### src/rtl/cpu_datapath.sv
// Single-bus 32-bit CPU datapath: registers, a priority bus mux and an inc/shr/pass ALU feeding Z.
// Latency: loads land one clock after the strobe. Backpressure: none; the sequencer owns every strobe.
module cpu_datapath #(
  parameter int WIDTH      = 32,
  parameter int SHAMT_BITS = 5
) (
  input  logic               clk,
  input  logic               clr,
  input  logic [WIDTH-1:0]   MDatain,
  input  logic [WIDTH-1:0]   in_port,
  input  logic               Read,
  input  logic               PCout,
  input  logic               Zlowout,
  input  logic               Zhighout,
  input  logic               MDRout,
  input  logic               R2out,
  input  logic               R3out,
  input  logic               LOout,
  input  logic               HIout,
  input  logic               InPortout,
  input  logic               Cout,
  input  logic               R1in,
  input  logic               R2in,
  input  logic               R3in,
  input  logic               PCin,
  input  logic               IRin,
  input  logic               MARin,
  input  logic               MDRin,
  input  logic               Yin,
  input  logic               Zin,
  input  logic               HIin,
  input  logic               LOin,
  input  logic               IncPC,
  input  logic               SHR,
  output logic [WIDTH-1:0]   bus_q,
  output logic [WIDTH-1:0]   R1_q,
  output logic [WIDTH-1:0]   R2_q,
  output logic [WIDTH-1:0]   R3_q,
  output logic [WIDTH-1:0]   PC_q,
  output logic [WIDTH-1:0]   IR_q,
  output logic [WIDTH-1:0]   MAR_q,
  output logic [WIDTH-1:0]   MDR_q,
  output logic [WIDTH-1:0]   Y_q,
  output logic [WIDTH-1:0]   Zlow_q,
  output logic [WIDTH-1:0]   Zhigh_q
);

  logic [WIDTH-1:0]   hi_q;
  logic [WIDTH-1:0]   lo_q;
  logic [2*WIDTH-1:0] z_q;
  logic [2*WIDTH-1:0] alu_res;
  logic [WIDTH-1:0]   c_sext;

  assign Zlow_q  = z_q[WIDTH-1:0];
  assign Zhigh_q = z_q[2*WIDTH-1:WIDTH];
  assign c_sext  = {{(WIDTH-19){IR_q[18]}}, IR_q[18:0]};

  // Multiple strobes is a sequencer bug; the fixed priority keeps it deterministic.
  always_comb begin
    bus_q = '0;
    if (MDRout)         bus_q = MDR_q;
    else if (PCout)     bus_q = PC_q;
    else if (Zlowout)   bus_q = Zlow_q;
    else if (Zhighout)  bus_q = Zhigh_q;
    else if (R2out)     bus_q = R2_q;
    else if (R3out)     bus_q = R3_q;
    else if (HIout)     bus_q = hi_q;
    else if (LOout)     bus_q = lo_q;
    else if (InPortout) bus_q = in_port;
    else if (Cout)      bus_q = c_sext;
  end

  always_comb begin
    alu_res = '0;
    if (IncPC)    alu_res[WIDTH-1:0] = bus_q + WIDTH'(1);
    else if (SHR) alu_res[WIDTH-1:0] = Y_q >> bus_q[SHAMT_BITS-1:0];
    else          alu_res[WIDTH-1:0] = bus_q;
  end

  always_ff @(posedge clk or negedge clr) begin
    if (!clr) begin
      R1_q  <= '0;
      R2_q  <= '0;
      R3_q  <= '0;
      PC_q  <= '0;
      IR_q  <= '0;
      MAR_q <= '0;
      MDR_q <= '0;
      Y_q   <= '0;
      hi_q  <= '0;
      lo_q  <= '0;
      z_q   <= '0;
    end else begin
      if (R1in)  R1_q  <= bus_q;
      if (R2in)  R2_q  <= bus_q;
      if (R3in)  R3_q  <= bus_q;
      if (PCin)  PC_q  <= bus_q;
      if (IRin)  IR_q  <= bus_q;
      if (MARin) MAR_q <= bus_q;
      if (Yin)   Y_q   <= bus_q;
      if (HIin)  hi_q  <= bus_q;
      if (LOin)  lo_q  <= bus_q;
      if (MDRin) MDR_q <= Read ? MDatain : bus_q;
      if (Zin)   z_q   <= alu_res;
    end
  end

endmodule

### config.mk
export PLATFORM = sky130hd
export DESIGN_NAME = cpu_datapath
export DESIGN_NICKNAME = d
export VERILOG_FILES = /design/src/rtl/cpu_datapath.sv
export SDC_FILE = /design/constraint.sdc
export NUM_CORES = 1
export LEC_CHECK = 0
export ABC_CLOCK_PERIOD_IN_PS = 5500
export BUFFER_PORTS_ARGS = -buffer_cell sky130_fd_sc_hd__buf_2
export CAP_MARGIN = 15
export CORE_ASPECT_RATIO = 1.75
export CORE_MARGIN = 10
export CORE_UTILIZATION = 55
export CTS_BUF_LIST = sky130_fd_sc_hd__clkbuf_16
export CTS_CLUSTER_DIAMETER = 100
export CTS_CLUSTER_SIZE = 30
export DETAILED_ROUTE_END_ITERATION = 8
export GPL_TIMING_DRIVEN = 0
export PLACE_DENSITY = 0.82
export SKIP_CTS_REPAIR_TIMING = 1
export SLEW_MARGIN = 0
export SYNTH_ARGS = -nofsm -noshare
export SYNTH_HDL_FRONTEND = slang
export SYNTH_SLANG_ARGS = --single-unit
### constraint.sdc
create_clock -name clk -period 5.5 [get_ports clk]
set_input_delay 1.1 -clock clk [delete_from_list [all_inputs] [get_ports clk]]
set_output_delay 1.1 -clock clk [all_outputs]
set_load 0.01 [all_outputs]
After elaboration in Yosys (flattened, before gate mapping). Index checks and enable logic that the tools add are counted. W data, S select, Z words.

$add $sub $neg: 1. Shift operators: 1. Multiplexer cells: 13.

Operators by type and width (count): $mux W32 (13); $add A32 B1 Y32 const B (1); $shr A32 B5 Y32 (1).

Register bits after elaboration: 352. Input bits: 90. Output and inout bits: 352. Logic and storage cells: 26.

Logic depth before layout (Yosys ltp).
Word-level depth: 13. Mapped depth: 16. Mapped depth without buffers: 12.

Least setup slack after synthesis. No wires, ideal clock.

Path type: input-to-reg. Start: input InPortout. End: register z_q[20]. Library setup time: 126 ps. Arrival time: 4523 ps. Required time: 5374 ps. Slack: 851 ps. Stages on the path: 16. Buffers on the path: 4. Cell sequence: buf_2 > nor2b_1 > buf_4 > buf_4 > a221oi_1 > o41ai_2 > nand2_2 > inv_2 > clkbuf_1 > ha_1 > nand3_1 > or4b_4 > nor3_4 > nand3_1 > xnor2_1 > a221o_1.

Longest elaborated chain between the ends: 12. Elaborated cells on any way between the ends: 13. Those cells by class: 1 x add/sub; 1 x shift; 11 x mux.

RTL lines: start: declaration (RTL line 20) `input logic InPortout,`; $mux W32 (*) (RTL line 69) `else if (InPortout) bus_q = in_port;`; $mux W32 (*) (RTL line 68) `else if (LOout) bus_q = lo_q;`; $mux W32 (*) (RTL line 67) `else if (HIout) bus_q = hi_q;`; $mux W32 (*) (RTL line 66) `else if (R3out) bus_q = R3_q;`; $mux W32 (*) (RTL line 65) `else if (R2out) bus_q = R2_q;`; $mux W32 (*) (RTL line 64) `else if (Zhighout) bus_q = Zhigh_q;`; $mux W32 (*) (RTL line 63) `else if (Zlowout) bus_q = Zlow_q;`; $mux W32 (*) (RTL line 62) `else if (PCout) bus_q = PC_q;`; $mux W32 (*) (RTL line 61) `if (MDRout) bus_q = MDR_q;`; net bus_q[1] (RTL line 35) `output logic [WIDTH-1:0] bus_q,`; parallel branches: the longest is 2 deep, another holds $add A32 B1 Y32; $mux W32 (*) (RTL line 75) `if (IncPC) alu_res[WIDTH-1:0] = bus_q + WIDTH'(1);`; end signal: assignment (RTL line 104) `if (Zin) z_q <= alu_res;`; end: declaration (RTL line 50) `logic [2*WIDTH-1:0] z_q;`.

Mark *: on every way through the listed nets, which the timed path passes. A chain may end at the register's enable or synchronous reset.

Final worst setup path.
Start: input MDRout. End: output bus_q[18].

Longest elaborated chain between the ends: 1.

RTL lines: start: declaration (RTL line 15) `input logic MDRout,`; $mux W32 (RTL line 61); end: declaration (RTL line 35).

Every way passes these cells.

==> results.md <==
Cells and area:
- The net count of the finished layout is roughly 2300.
- The final design utilization is about two thirds.
- The post-route netlist has between 30% and 40% of its cells at a drive strength greater than 1.
- The layout filler cell count is 2724.
- The area added between synthesis and finish is 17.3%.

Worst setup path:
- The critical path startpoint is MDRout.
- In this run the critical register-to-register path is captured at z_q[20].
- The critical path's slowest cell is clkbuf_1.
- Traced cell by cell, the critical path runs through buf_2 -> inv_1 -> clkbuf_1 -> clkbuf_1 -> o21ai_0 -> o41a_1 -> clkbuf_1 -> inv_1 -> buf_2.
- The element type at the critical path start is an input port.
- The reg2reg setup slack is about 780 ps.
- The nature of the critical path endpoint is an output port.
- The number of cells on the worst reg-to-reg path is 14.
- The most numerous cell on the critical path is clkbuf_1.
- STA puts the critical path data required time at about 4400 ps.
- For the worst setup path, the data arrival time is roughly 4400 ps.
- The setup path with the least slack is of type in -> out.
- Together, buffers and inverters on the worst path number 7.
- In this run the critical register-to-register path is launched from MDR_q[0].
- For this run, the slowest stage of the critical path takes 950 ps.
- Along the worst path, the maximum fanout reaches 10.
- Broken down by cell family, the worst path's largest delay share belongs to buffers and inverters.

Timing:
- In this run the tightest slew margin relative to its limit is under 10%.
- The shortest period the worst path allows is between 5000 and 6000 ps.
- The final number of setup-violating endpoints is 1.
- At the pin with the least slew margin, the transition time is 1390 ps.
- The final hold slack is roughly 330 ps.
- Based on the critical path, the design can be clocked at up to ~180 MHz.
- Setup repair after global routing could not meet its margin everywhere.
- Setup slack on the critical path of the routed design comes to -23.3 ps.
- Summed over all failing endpoints, the final setup total negative slack is -23.3 ps.
- The number of max-slew violations in the final report came to 0.
- The final count of hold timing violations was 0.
- The clock skew after layout is between 50 and 60 ps.
- The part of the cycle the worst path needs is 100%.

Outcome:
- The checks that failed: setup timing.
- The flow ran to the end, but the final reports show violations.

Drt:
- The via density per instance is roughly 6.8.
- After detailed routing, the average wire length per cell comes to roughly 34 µm.
- The DRC marker count from the first detailed-route iteration is about 2400.
- For this block, the routed nets add up to 92.3 mm of wire.
- The detail route stage leaves a number of antenna-violating nets equal to 0.
- The first detailed-routing pass ran for 6 iterations.
- The DRC violations left is 0.
- Summing over every cut layer, the via total after detailed routing is 18227.

Die:
- The core region is 33500 µm².
- between 400 and 500 I/O pins were placed.
- The initial utilization of the core area, before any placement, comes to between 50% and 60%.
- From bottom edge to top edge, the die measures ~260 µm.
- The standard-cell row count is 89.
- The area enclosed by the die boundary is approximately 42000 µm².
- Measured along the x axis, the die boundary spans roughly 160 µm.

Logic synthesis:
- The count of warnings emitted by yosys is 0.
- In the synthesized netlist the async set-or-reset flop fraction comes to 100%.
- Of the synthesized area, sequential elements account for a little under half.
- Sorting the synthesized cells by area gives the leading types as dfrtp_1, mux2_2, a21oi_1.
- The cell area after synthesis is 18600 µm².
- Among all flip-flop cells after synthesis, the most frequent one is dfrtp_1.
- The number of standard cells after synthesis is 1780.
- The average instance in the mapped netlist occupies 10.4 µm².
- The synthesized design contains between 300 and 400 register bits.
- dfrtp_1 is the most common cell in the netlist.
- After synthesis, the netlist uses ~90 different library cells.
- The commonest cells after synthesis are dfrtp_1, mux2_2, a21oi_1.
- In this run, synthesis inferred 0 flip-flops with an integrated enable.
- The share of Yosys cell area claimed by the top area cell type is a little under half.
- The library cell with the largest summed area after synthesis is dfrtp_1.

Pwr:
- The cell area power density is ~390 nW/µm².
- In this run the static leakage power is about 9.4 nW.
- The completed layout was analyzed and its total power is 0.00841 W.
- The worst supply voltage drop on vdd is approximately 0.00039 V.

GRT:
- The global-route total usage across every layer is ~42%.
- The first global-routing pass estimated around 130 mm of wire.
- In the global route stage, met3 resource usage came out at about 8.7%.
- The pin count of the biggest net entering global routing is 131.
- Global routing consumed, on the met1 layer, 44.3% of the routing resources.
- In the global route stage, met2 resource usage came out at 69.9%.
- The layer with the highest usage after global routing is met2.
- Summed over all layers, the global routing overflow is 0.
- The initial antenna violation count is 6.
- The number of global-route vias before repair is 18232.

Flow run:
- Max-cap violations in this run came to 0.

CTS:
- The master cell of the clock root buffer is clkbuf_16.
- For this design, the sink count on the clock tree is about 350.
- TritonCTS built the clock tree.
- After clock tree synthesis, the clock-pin slew on the worst setup and hold paths is between 100 and 150 ps.
- In this run the number of H-tree levels came out at 1.
- At the later pin of the worst-skew pair, clock insertion delay measures between 500 and 600 ps.
- The maximum count of clock buffers along a single path is 3.
- TritonCTS created 15 clock buffers.

Place:
- At the end of routability-driven placement, the weighted congestion stood at about 1.1.
- The detailed placer's ending HPWL is ~70 mm.
- During placement, the flow inserted port buffers numbering roughly 390.

Hold path:
- The kind of path behind the tightest hold check is in -> async.
metal layers:
| metal | wire length, µm | vias up |
|---|---|---|
| li1 | - | 7334 |
| met1 | 29400 | 8978 |
| met2 | 43700 | 1442 |
| met3 | 8770 | 471 |
| met4 | 10400 | 2 |
| met5 | 11 | - |
sequential cells by signal (all words and copies together) (netlist names):
register,flops
MDR_q,32
hi_q,32
MAR_q,32
R2_q,32
PC_q,32
R3_q,32
lo_q,32
R1_q,32
z_q,32
Y_q,32
IR_q,32
power by group:
part | internal (W) | switching (W) | leakage (nW)
Sequential | 0.00311 | 0.000573 | 4.00
Clock | 0.000504 | 0.000853 | 0.195
Combinational | 0.00119 | 0.00217 | 5.24
cells in the final DEF, fill, tap and decap left out, types with 16 or more instances in the layout:
cell      Yosys  final
mux2i_1      75     75
inv_1        35     36
a21oi_1     172    172
dfrtp_1     352    352
nand2_1      79     79
xnor2_1      20     20
o22ai_1      48     48
buf_4        37     39
conb_1        1     32
a221oi_1     43     43
buf_2        18    411
a211oi_1     18     17
o21ai_0      61     61
nor2_1      161    161
mux2_2      215    215
clkbuf_1    127    116
a22oi_1      16     16
nand3_1      24     24
cell type report:
cell class / count / area, µm² / area share (%)
multi-input cells: 1224 / 8830 / 40.6
inverters: 39 / 150 / 0.690
clock inverters: 2 / 12.5 / 0.0575
diodes: 5 / 12.5 / 0.0575
well taps: 455 / 569 / 2.62
clock buffers: 15 / 375 / 1.72
plain buffers: 193 / 903 / 4.15
repair buffers: 401 / 2110 / 9.69
flip-flops and latches: 352 / 8810 / 40.5
logic make-up (layout without fill, tap and decap cells):
kind of cell / count (synthesis) / after routing / synth area share (%)
other cells: 1 / 37 / 0.0202
buf+inv: 235 / 650 / 5.66
fa+ha+maj: 1 / 1 / 0.0674
mux: 295 / 295 / 17.7
simple gates: 372 / 372 / 9.83
xor+xnor: 27 / 27 / 1.27
flops: 352 / 352 / 47.4
compound gates: 497 / 497 / 18.0
worst reg2reg max path, stage by stage, from the launching register on:
cell and delay (ps):
dfrtp_1 450, nand2b_1 220, nand4_1 150, a211o_1 320
and2_1 260, buf_2 240, inv_2 160, buf_2 290
ha_1 260, nand3_1 370, or4b_4 680, nor3_4 560
nand3_1 170, xnor2_1 160, a221o_1 340
through the flow:
step	cell area [µm²]	cells	setup WS (ps)
after global routing	21800	2685	-48.2
after CTS	21700	2684	-396
after floorplan	18700	1811	851
final	21800	2686	-23.3
after global placement	21200	2660	-3390
after detailed placement	21400	2667	-685
worst max path at each step:
stage	end	depth (start not counted)
2_1_floorplan	z_q[20]	16
3_3_place_gp	MAR_q[27]	1
3_5_place_dp	z_q[20]	15
4_1_cts	bus_q[2]	10
5_1_grt	bus_q[2]	10
6_report	bus_q[18]	9
(Power assumes the default switching activity.)
